## config.mk

```make
export PLATFORM = sky130hd
export DESIGN_NAME = i2c_cfg_seq
export DESIGN_NICKNAME = d
export VERILOG_FILES = /design/src/rtl/cam_cfg_pkg.sv /design/src/rtl/cam_reg_lut.sv /design/src/rtl/i2c_cfg_seq.sv
export SDC_FILE = /design/constraint.sdc
export NUM_CORES = 1
export LEC_CHECK = 0
export CAP_MARGIN = 30
export CORE_ASPECT_RATIO = 0.9
export CORE_MARGIN = 2
export CORE_UTILIZATION = 35
export CTS_CLUSTER_DIAMETER = 40
export DETAILED_ROUTE_END_ITERATION = 10
export REMOVE_ABC_BUFFERS = 1
export SYNTH_ARGS = -nofsm -noshare
export SYNTH_HDL_FRONTEND = slang
export SYNTH_SLANG_ARGS = --single-unit
export TNS_END_PERCENT = 30
```

## constraint.sdc

```tcl
create_clock -name clock_i2c -period 5.2 [get_ports clock_i2c]
set_clock_uncertainty 0.15 [all_clocks]
set_input_delay 1.3 -clock clock_i2c [delete_from_list [all_inputs] [get_ports clock_i2c]]
set_output_delay 1.3 -clock clock_i2c [all_outputs]
set_load 0.1 [all_outputs]
```

## src/rtl/cam_cfg_pkg.sv

```systemverilog
// Shared definitions for the camera configuration sequencer.
// Holds the FSM state encoding, the register-table entry record
// {last, reg_addr, data}, the delay-entry marker and the default
// SCCB/I2C device write address, plus small helpers on entries.
package cam_cfg_pkg;

  typedef enum logic [2:0] {
    ST_PWRUP    = 3'd0,
    ST_LOAD     = 3'd1,
    ST_START_LO = 3'd2,
    ST_WAIT_END = 3'd3,
    ST_CHECK    = 3'd4,
    ST_DELAY    = 3'd5,
    ST_DONE     = 3'd6,
    ST_FAIL     = 3'd7
  } cfg_state_e;

  localparam int          ENTRY_W          = 25;
  localparam int          CNT_W            = 16;
  localparam logic [15:0] DELAY_REG        = 16'hFFFF;
  localparam logic [7:0]  DEV_ADDR_DEFAULT = 8'h78;

  typedef struct packed {
    logic        last;
    logic [15:0] reg_addr;
    logic [7:0]  data;
  } cfg_entry_t;

  // A delay entry carries no bus transfer; its data field is a wait count.
  function automatic logic is_delay(input cfg_entry_t e);
    return (e.reg_addr == DELAY_REG);
  endfunction

  // Write word handed to i2c_com: device address, 16-bit register, data.
  function automatic logic [31:0] make_word(input logic [7:0] dev, input cfg_entry_t e);
    return {dev, e.reg_addr, e.data};
  endfunction

endpackage

```

## src/rtl/cam_reg_lut.sv

```systemverilog
// Camera register table as a combinational ROM.
// Ports:
//   addr   in  IDX_W  table index
//   entry  out 25     {last, reg_addr[15:0], data[7:0]}
// Unused indices return a zero-length delay marked last, so a stray
// index terminates the walk cleanly instead of writing garbage.
module cam_reg_lut
  import cam_cfg_pkg::*;
#(
  parameter int IDX_W = 8
) (
  input  logic [IDX_W-1:0] addr,
  output cfg_entry_t       entry
);

  // Table contents: soft reset, 5 ms settle, then two register writes.
  always_comb begin
    entry = {1'b1, DELAY_REG, 8'h00};
    case (addr)
      IDX_W'(0): entry = {1'b0, 16'h3008, 8'h82};
      IDX_W'(1): entry = {1'b0, DELAY_REG, 8'h05};
      IDX_W'(2): entry = {1'b0, 16'h3103, 8'h03};
      IDX_W'(3): entry = {1'b1, 16'h3017, 8'hFF};
      default:   entry = {1'b1, DELAY_REG, 8'h00};
    endcase
  end

endmodule

```

## src/rtl/i2c_cfg_seq.sv

```systemverilog
// Upstream sequencer for the camera SCCB/I2C write engine (i2c_com).
// After a power-up wait it walks cam_reg_lut, issuing one 32-bit write
// per entry with a start/tr_end handshake, retrying NAKed or timed-out
// writes, and reporting cfg_done or cfg_err.
// Ports:
//   clock_i2c    in   I2C bit clock, all logic on its rising edge
//   camera_rstn  in   asynchronous active-low reset
//   cfg_restart  in   synchronous pulse, reruns the table from index 0
//   ack          in   0 = all bytes ACKed, valid with tr_end
//   tr_end       in   transfer finished, sticky until the next start
//   i2c_data     out  write word, only changes in LOAD
//   start        out  0 = hold engine idle/clear, 1 = run one transfer
//   cfg_done     out  every entry written
//   cfg_err      out  an entry failed after all retries
//   cfg_index    out  current or failing entry index
module i2c_cfg_seq
  import cam_cfg_pkg::*;
#(
  parameter logic [7:0] DEV_ADDR    = DEV_ADDR_DEFAULT,
  parameter int         LUT_DEPTH   = 256,
  parameter int         PWRUP_CYC   = 400,
  parameter int         MAX_RETRY   = 3,
  parameter int         TIMEOUT_CYC = 63,
  parameter int         DLY_UNIT    = 20
) (
  input  logic        clock_i2c,
  input  logic        camera_rstn,
  input  logic        cfg_restart,
  input  logic        ack,
  input  logic        tr_end,
  output logic [31:0] i2c_data,
  output logic        start,
  output logic        cfg_done,
  output logic        cfg_err,
  output logic [7:0]  cfg_index
);

  localparam int IDX_W = $clog2(LUT_DEPTH);
  localparam int RTY_W = $clog2(MAX_RETRY + 1);

  cfg_state_e       state_q, state_d;
  logic [CNT_W-1:0] cnt_q, cnt_d;
  logic [RTY_W-1:0] retry_q, retry_d;
  logic [IDX_W-1:0] idx_q, idx_d;
  logic [31:0]      data_q, data_d;
  logic             nak_q, nak_d;
  logic             start_q, start_d;
  logic             done_q, done_d;
  logic             err_q, err_d;

  cfg_entry_t       lut_entry;
  logic             last_s;
  cfg_state_e       adv_state_s;
  logic [IDX_W-1:0] adv_idx_s;

  cam_reg_lut #(.IDX_W(IDX_W)) u_lut (
    .addr  (idx_q),
    .entry (lut_entry)
  );

  // The top index is always treated as last so the walk never wraps silently.
  assign last_s      = lut_entry.last | (idx_q == IDX_W'(LUT_DEPTH - 1));
  assign adv_state_s = last_s ? ST_DONE : ST_LOAD;
  assign adv_idx_s   = last_s ? idx_q : (idx_q + IDX_W'(1));

  // Next-state, counter and output-register computation.
  always_comb begin
    state_d = state_q;
    cnt_d   = cnt_q;
    retry_d = retry_q;
    idx_d   = idx_q;
    data_d  = data_q;
    nak_d   = nak_q;

    case (state_q)
      ST_PWRUP: begin
        if (cnt_q == CNT_W'(PWRUP_CYC - 1)) begin
          cnt_d   = '0;
          state_d = ST_LOAD;
        end else begin
          cnt_d = cnt_q + CNT_W'(1);
        end
      end
      ST_LOAD: begin
        if (is_delay(lut_entry)) begin
          if (lut_entry.data == 8'h00) begin
            state_d = adv_state_s;
            idx_d   = adv_idx_s;
          end else begin
            // Loaded with N-1 so DELAY occupies exactly data*DLY_UNIT cycles.
            cnt_d   = CNT_W'(int'(lut_entry.data) * DLY_UNIT - 1);
            state_d = ST_DELAY;
          end
        end else begin
          data_d  = make_word(DEV_ADDR, lut_entry);
          retry_d = '0;
          cnt_d   = '0;
          state_d = ST_START_LO;
        end
      end
      ST_START_LO: begin
        // Two low cycles let i2c_com clear tr_end/ack; tr_end is not looked at.
        if (cnt_q == CNT_W'(1)) begin
          cnt_d   = '0;
          state_d = ST_WAIT_END;
        end else begin
          cnt_d = cnt_q + CNT_W'(1);
        end
      end
      ST_WAIT_END: begin
        // ack is only valid alongside tr_end, so the verdict is latched here.
        if (tr_end) begin
          nak_d   = ack;
          state_d = ST_CHECK;
        end else if (cnt_q == CNT_W'(TIMEOUT_CYC - 1)) begin
          nak_d   = 1'b1;
          state_d = ST_CHECK;
        end else begin
          cnt_d = cnt_q + CNT_W'(1);
        end
      end
      ST_CHECK: begin
        if (!nak_q) begin
          state_d = adv_state_s;
          idx_d   = adv_idx_s;
        end else if (retry_q < RTY_W'(MAX_RETRY)) begin
          retry_d = retry_q + RTY_W'(1);
          cnt_d   = '0;
          state_d = ST_START_LO;
        end else begin
          state_d = ST_FAIL;
        end
      end
      ST_DELAY: begin
        if (cnt_q == '0) begin
          state_d = adv_state_s;
          idx_d   = adv_idx_s;
        end else begin
          cnt_d = cnt_q - CNT_W'(1);
        end
      end
      ST_DONE: state_d = ST_DONE;
      ST_FAIL: state_d = ST_FAIL;
      default: begin
        cnt_d   = '0;
        state_d = ST_PWRUP;
      end
    endcase

    // Restart overrides any decision taken above, including one in CHECK.
    if (cfg_restart) begin
      state_d = ST_LOAD;
      idx_d   = '0;
      cnt_d   = '0;
      retry_d = '0;
      nak_d   = 1'b0;
    end else begin
      nak_d = nak_d;
    end

    start_d = (state_d == ST_WAIT_END);
    done_d  = (state_d == ST_DONE);
    err_d   = (state_d == ST_FAIL);
  end

  // State and output registers.
  always_ff @(posedge clock_i2c or negedge camera_rstn) begin
    if (!camera_rstn) begin
      state_q <= ST_PWRUP;
      cnt_q   <= '0;
      retry_q <= '0;
      idx_q   <= '0;
      data_q  <= 32'h0000_0000;
      nak_q   <= 1'b0;
      start_q <= 1'b0;
      done_q  <= 1'b0;
      err_q   <= 1'b0;
    end else begin
      state_q <= state_d;
      cnt_q   <= cnt_d;
      retry_q <= retry_d;
      idx_q   <= idx_d;
      data_q  <= data_d;
      nak_q   <= nak_d;
      start_q <= start_d;
      done_q  <= done_d;
      err_q   <= err_d;
    end
  end

  assign i2c_data  = data_q;
  assign start     = start_q;
  assign cfg_done  = done_q;
  assign cfg_err   = err_q;
  assign cfg_index = 8'(idx_q);

endmodule
```

==> results.cfg, run 1 <==
[power]
power.total_mw = 2.214
max-vdd-ir-drop_v = 0.0001853
p_per_area_nw_per_um2 = 492.9
p_leak_nw = 1.874

[sta]
setup_tns_ns = 0
finalCritPeriodShare_pct = 82.89
setup_viol = 0
slew_viol_final = 0
hold_viol_final = 0
fmax_ghz = 0.2320
fin_crit_ns = 4.310
slew_headroom_pct = 33.73
rsz0062_at_grt = false
tightest_slew_ns = 0.9910

[grt]
grt_max_degree = 32
use_met1_pct = 29.37
grt_util_met2_pct = 29.99
antenna_found_initial = 0
first_global_vias = 3582
overflow = 0
grt_pass1_wl_microns = 19320
grt_use_total_pct = 19.82
grtUsageMet3_pct = 2.784
gr-max-usage-layer = met2

[yosys]
synth.area.top_cells = dfrtp_1, ha_1, buf_4, nand2_1, o21ai_0
yosys.area.top_type = dfrtp_1
synthFlopType = dfrtp_1
yosysSeqAreaShare_pct = 27.82
yosysUniqueCellTypes = 67
synth-edff-count = 0
syn_inst = 495
postSynth.asyncResetShare_pct = 100.0
yosysTopAreaCellShare_pct = 27.82
ys_ff_latch = 44
netlist_top_cells_count = dfrtp_1, nand2_1, nor2_1, o21ai_0, a21oi_1
synth.avg_cell_area_sq_um = 7.995
synthMostInstantiatedCell = dfrtp_1
synth_area_sq_um = 3958
ys_warn_count = 0

[routing]
drt-total-wl_microns = 11910
drc = 0
first_pass_iters = 5
vias = 3833
dr.first_iter.drc_count = 451
routedWlPerCell_microns = 18.32
ant_nets = 0
avgViaCountPerCell = 5.897

[setup_path]
cp-start-kind = register
reg2reg_setup_slack_ns = 0.89
cp-end-kind = register
reg2reg_to = cnt_q[15]
crit_fanout = 16
crit_arrival_ns = 4.38
reg2reg_depth = 12
critPathLaunch = cfg_index[1]
r2r_start = cfg_index[1]
cp.required_ns = 5.27
path_class = register to register

[status]
status = complete, no violations

[floorplanning]
die_area_sq_um = 12180
io_pins = 48
die_h_microns = 104.9
start_util_pct = 36.16
rows = 36
core-area_sq_um = 10950
die_x_microns = 116.1

[clock_tree]
cts_hold_buf = 0
path_clk_slew_ns = 0.07
cts_resized = 0
clock_latency_ns = 0.29
cts_buffers = 5
cts_setup_buffers = 0
cts.sinks = 44
cts_buffer_depth = 2
cts_tree = done
cts-root-buf = clkbuf_16
htreeDepth = 2

[placement]
hpwl_microns = 8727
io_buffers = 43
globalplace.congestion = 0.9036
post_dp_cell_area_sq_um = 4328
dp.cells = 642

[layout]
drive_above_1_share_pct = 5.622
final_area_sq_um = 4492
final_cells = 650
n_antenna_cell = 0
multiInputGateArea_sq_um = 2475
syn2layout_area_growth_pct = 13.50
nNetsFinal = 525
fill_cells = 1103
seqCellArea_sq_um = 1101

[hold_path]
hold-path-endpoint = i2c_data[1]
whs_path_depth = 1
hold_path.class = register to register
hp-start = i2c_data[1]

[run]
maxCapViolations = 0
[where the power goes]
| group | leakage (nW) | internal [mW] | switching, mW |
|---|---|---|---|
| registers | 0.584 | 0.395 | 0.134 |
| logic | 1.21 | 0.465 | 0.857 |
| clock network | 0.0808 | 0.226 | 0.136 |
| total | 1.87 | 1.09 | 1.13 |
[worst max path at each step]
| stage | slack [ns] | end | cells past startpoint |
|---|---|---|---|
| after floorplan | -1.31 | i2c_data[13] | 0 |
| after global placement | 1.11 | cnt_q[10] | 13 |
| after detailed placement | 0.99 | cnt_q[15] | 13 |
| after CTS | 0.97 | cnt_q[15] | 13 |
| after global routing | 0.59 | cnt_q[15] | 12 |
| final | 0.89 | cnt_q[15] | 12 |
[area by class of cell]
cell class | instances | share of cell area, %
timing repair buffer | 49 | 10.75
tap | 152 | 4.234
clock buffer | 6 | 2.869
multi-input combinational | 376 | 55.10
inverter | 21 | 1.755
sequential | 44 | 24.51
clock inverter | 2 | 0.7799
[metrics by stage]
step | worst slack, ns | hold slack (ns) | util (%)
floorplan | -1.310 | 0.3455 | -
global placement | 1.114 | 0.3003 | 39.36
detailed placement | 0.9927 | 0.3019 | 39.54
CTS | 0.9719 | 0.3177 | 41.04
global route | 0.5909 | 0.3608 | 41.04
finish | 0.8896 | 0.3168 | 41.04
[worst max-delay path: stages, from the launching register on]
cell and delay, ns:
dfrtp_1 0.42, ha_1 0.50, and3_1 0.46, inv_1 0.20
ha_1 0.33, fa_1 0.36, ha_1 0.32, nor4_1 0.52
o31ai_1 0.26, a211o_1 0.41, nand3_1 0.10, a221oi_1 0.08
nor2_1 0.13
[cell families (layout without fill, tap and decap cells)]
family	after synthesis	after routing	synth area share, %
simple gates	198	198	27.00
other cells	1	4	0.09476
compound gates	126	126	22.00
fa+ha+maj	23	23	7.461
mux	4	4	1.043
xor+xnor	21	21	4.648
flops	44	44	27.82
buf+inv	78	78	9.927
[cells in the final DEF (no fill, tap or decap), types with 6 or more instances in the layout]
master and instances:
nand4_1 8, nand2b_1 8, inv_1 21, xor2_1 7, a31oi_1 6, xnor2_1 14, clkdlybuf4s50_1 42, ha_1 22
or3_1 10, nand2_1 43, or4_1 6, and3_1 6, a21oi_1 26, o21ai_0 30, nand3_1 22, nor3_1 20
dfrtp_1 44, nor2b_1 9, o32ai_1 9, nor4_1 11, nor2_1 30, a21o_1 6
[registers in the layout, summed over array words and instances, names as in the netlist]
signal,count
retry_q,2
cnt_q,16
start,1
nak_q,1
state_q,3
cfg_err,1
cfg_index,8
cfg_done,1
i2c_data,11
[routing by layer]
| layer | vias up | wire [microns] | share of wire, % |
|---|---|---|---|
| met5 | - | 0 | 0 |
| met3 | 18 | 695 | 5.8 |
| met2 | 153 | 5420 | 46 |
| li1 | 1800 | - | - |
| met1 | 1862 | 5601 | 47 |
| met4 | 0 | 193 | 1.6 |
No activity file was read; power rests on OpenSTA's default activity.
==> run 2: changes to the inputs <==
clock period = 3.8 ns   (was 5.2 ns; I/O delays follow)
==> results.cfg, run 2 (same netlist as run 1, synthesis figures left out) <==
[layout]
largest_register = cnt_q
syn2layout_area_growth_pct = 18.91
final_cells = 683
drive_above_1_share_pct = 19.77
fill_cells = 1101
largest_register_ffs = 16
seqCellArea_sq_um = 1101
final_cell_mix = buf_4, dfrtp_1, nand2_1
nNetsFinal = 558
layout_commonest_cell = buf_4
multiInputGateArea_sq_um = 2512
n_antenna_cell = 0

[sta]
slew_headroom_pct = 35.55
tightest_slew_ns = 0.9638
fin_crit_ns = 3.646
slew_viol_final = 0
hold_viol_final = 0
finalCritPeriodShare_pct = 95.95
setup_ws_ns = 0.1539
setup_viol = 0
fmax_ghz = 0.2743
whs_ns = 0.3247

[clock_tree]
cts_tree = done
path_clk_slew_ns = 0.07
cts-root-buf = clkbuf_16
cts_hold_buf = 0
cts.sinks = 44
htreeDepth = 2
clock_latency_ns = 0.30
cts_buffer_depth = 2
cts_buffers = 5

[routing]
first_pass_iters = 5
avgViaCountPerCell = 5.776
ant_nets = 0
drc = 0
drt-total-wl_microns = 12540
vias = 3945
dr.first_iter.drc_count = 373
routedWlPerCell_microns = 18.36

[grt]
grt_max_degree = 29
grt_use_total_pct = 20.78
first_global_vias = 3746
grt_pass1_wl_microns = 20070
antenna_found_initial = 0
overflow = 0

[setup_path]
path_class = register to register
cp-end-kind = register
cpMostUsedCell = buf_4
path_buf_inv = 3
cp_slowest_stage_delay_ns = 0.54
slowest_stage = or4_4
cp_cell_sequence = or4_4, nor2_2, buf_4, o31ai_2, inv_1, ha_1, ha_2, fa_2, nor4_4, buf_4, o31ai_1, a211o_1, nand3_1, a221oi_1, nor2_1
crit_fanout = 6
crit_arrival_ns = 3.72
cp-start-kind = register
crit_family = simple AND/OR/NAND/NOR gates
cp.required_ns = 3.88

[power]
p_per_area_nw_per_um2 = 680.5
p_clk_share_pct = 17.1
max-vdd-ir-drop_v = 0.0002078
p_comb_share_pct = 60.3
p_sw_mw = 1.611
p_leak_nw = 2.104
intPower_mw = 1.591
power.total_mw = 3.202
swShare_pct = 50.31
p_seq_share_pct = 22.6

[floorplanning]
die_h_microns = 104.9
die_x_microns = 116.1
start_util_pct = 36.16
io_pins = 48
core-area_sq_um = 10950
die_area_sq_um = 12180
rows = 36

[run]
maxCapViolations = 0

[placement]
globalplace.congestion = 0.9518
io_buffers = 43
hpwl_microns = 9162
dp.cells = 670
pre_cts_ws_ns = -0.08454

[hold_path]
hold_path.class = register to register

[status]
status = complete, no violations
-- run 2: worst paths after layout --
| kind | from | end | slack, ns | cells after the start |
|---|---|---|---|---|
| setup / recovery | cfg_index[2] | cnt_q[15] | 0.15 | 15 |
| hold / removal | i2c_data[1] | i2c_data[1] | 0.32 | 1 |
| setup reg to reg | cfg_index[2] | cnt_q[15] | 0.15 | 15 |
| hold reg to reg | i2c_data[1] | i2c_data[1] | 0.32 | 1 |
| max in group asynchronous | camera_rstn | i2c_data[12] | 2.53 | 2 |
| min in group asynchronous | camera_rstn | cnt_q[2] | 0.45 | 1 |
-- run 2: layout make-up --
class | instances | area share, %
Inverter | 21 | 1.675
Timing Repair Buffer | 82 | 13.61
Multi-Input combinational cell | 376 | 53.39
Tap cell | 152 | 4.041
Clock buffer | 7 | 3.244
Clock inverter | 1 | 0.6381
Sequential cell | 44 | 23.40
-- run 2: repair_timing --
item                       CTS  global route
gates cloned                 0             0
pin swaps                    0             2
setup endpoints to repair    7             9
gates resized for setup      3             6
buffers inserted             0             5
-- run 2: per-layer routing --
layer  part of all wire, %  GRT usage, %
met5                     0             0
met2                    45         31.37
met3                   6.9         4.176
met4                  0.77         3.912
met1                    48         30.73
-- run 2: power by group through the flow --
stage	Combinational (mW)	Clock (mW)	Sequential, mW
2_1_floorplan	1.21	0	0.776
3_3_place_gp	1.84	0	0.726
3_5_place_dp	1.84	0	0.725
4_1_cts	1.87	0.552	0.715
5_1_grt	2.09	0.573	0.741
6_report	1.93	0.548	0.722
-- run 2: per-stage QoR --
step                setup TNS [ns]  area [sq um]  util (%)
CTS                              0          4647     42.46
floorplan                   -33.98          3655         -
finish                           0          4706     42.99
global route              -0.03240          4706     42.99
global placement                 0          4428     40.46
detailed placement         -0.2767          4448     40.64
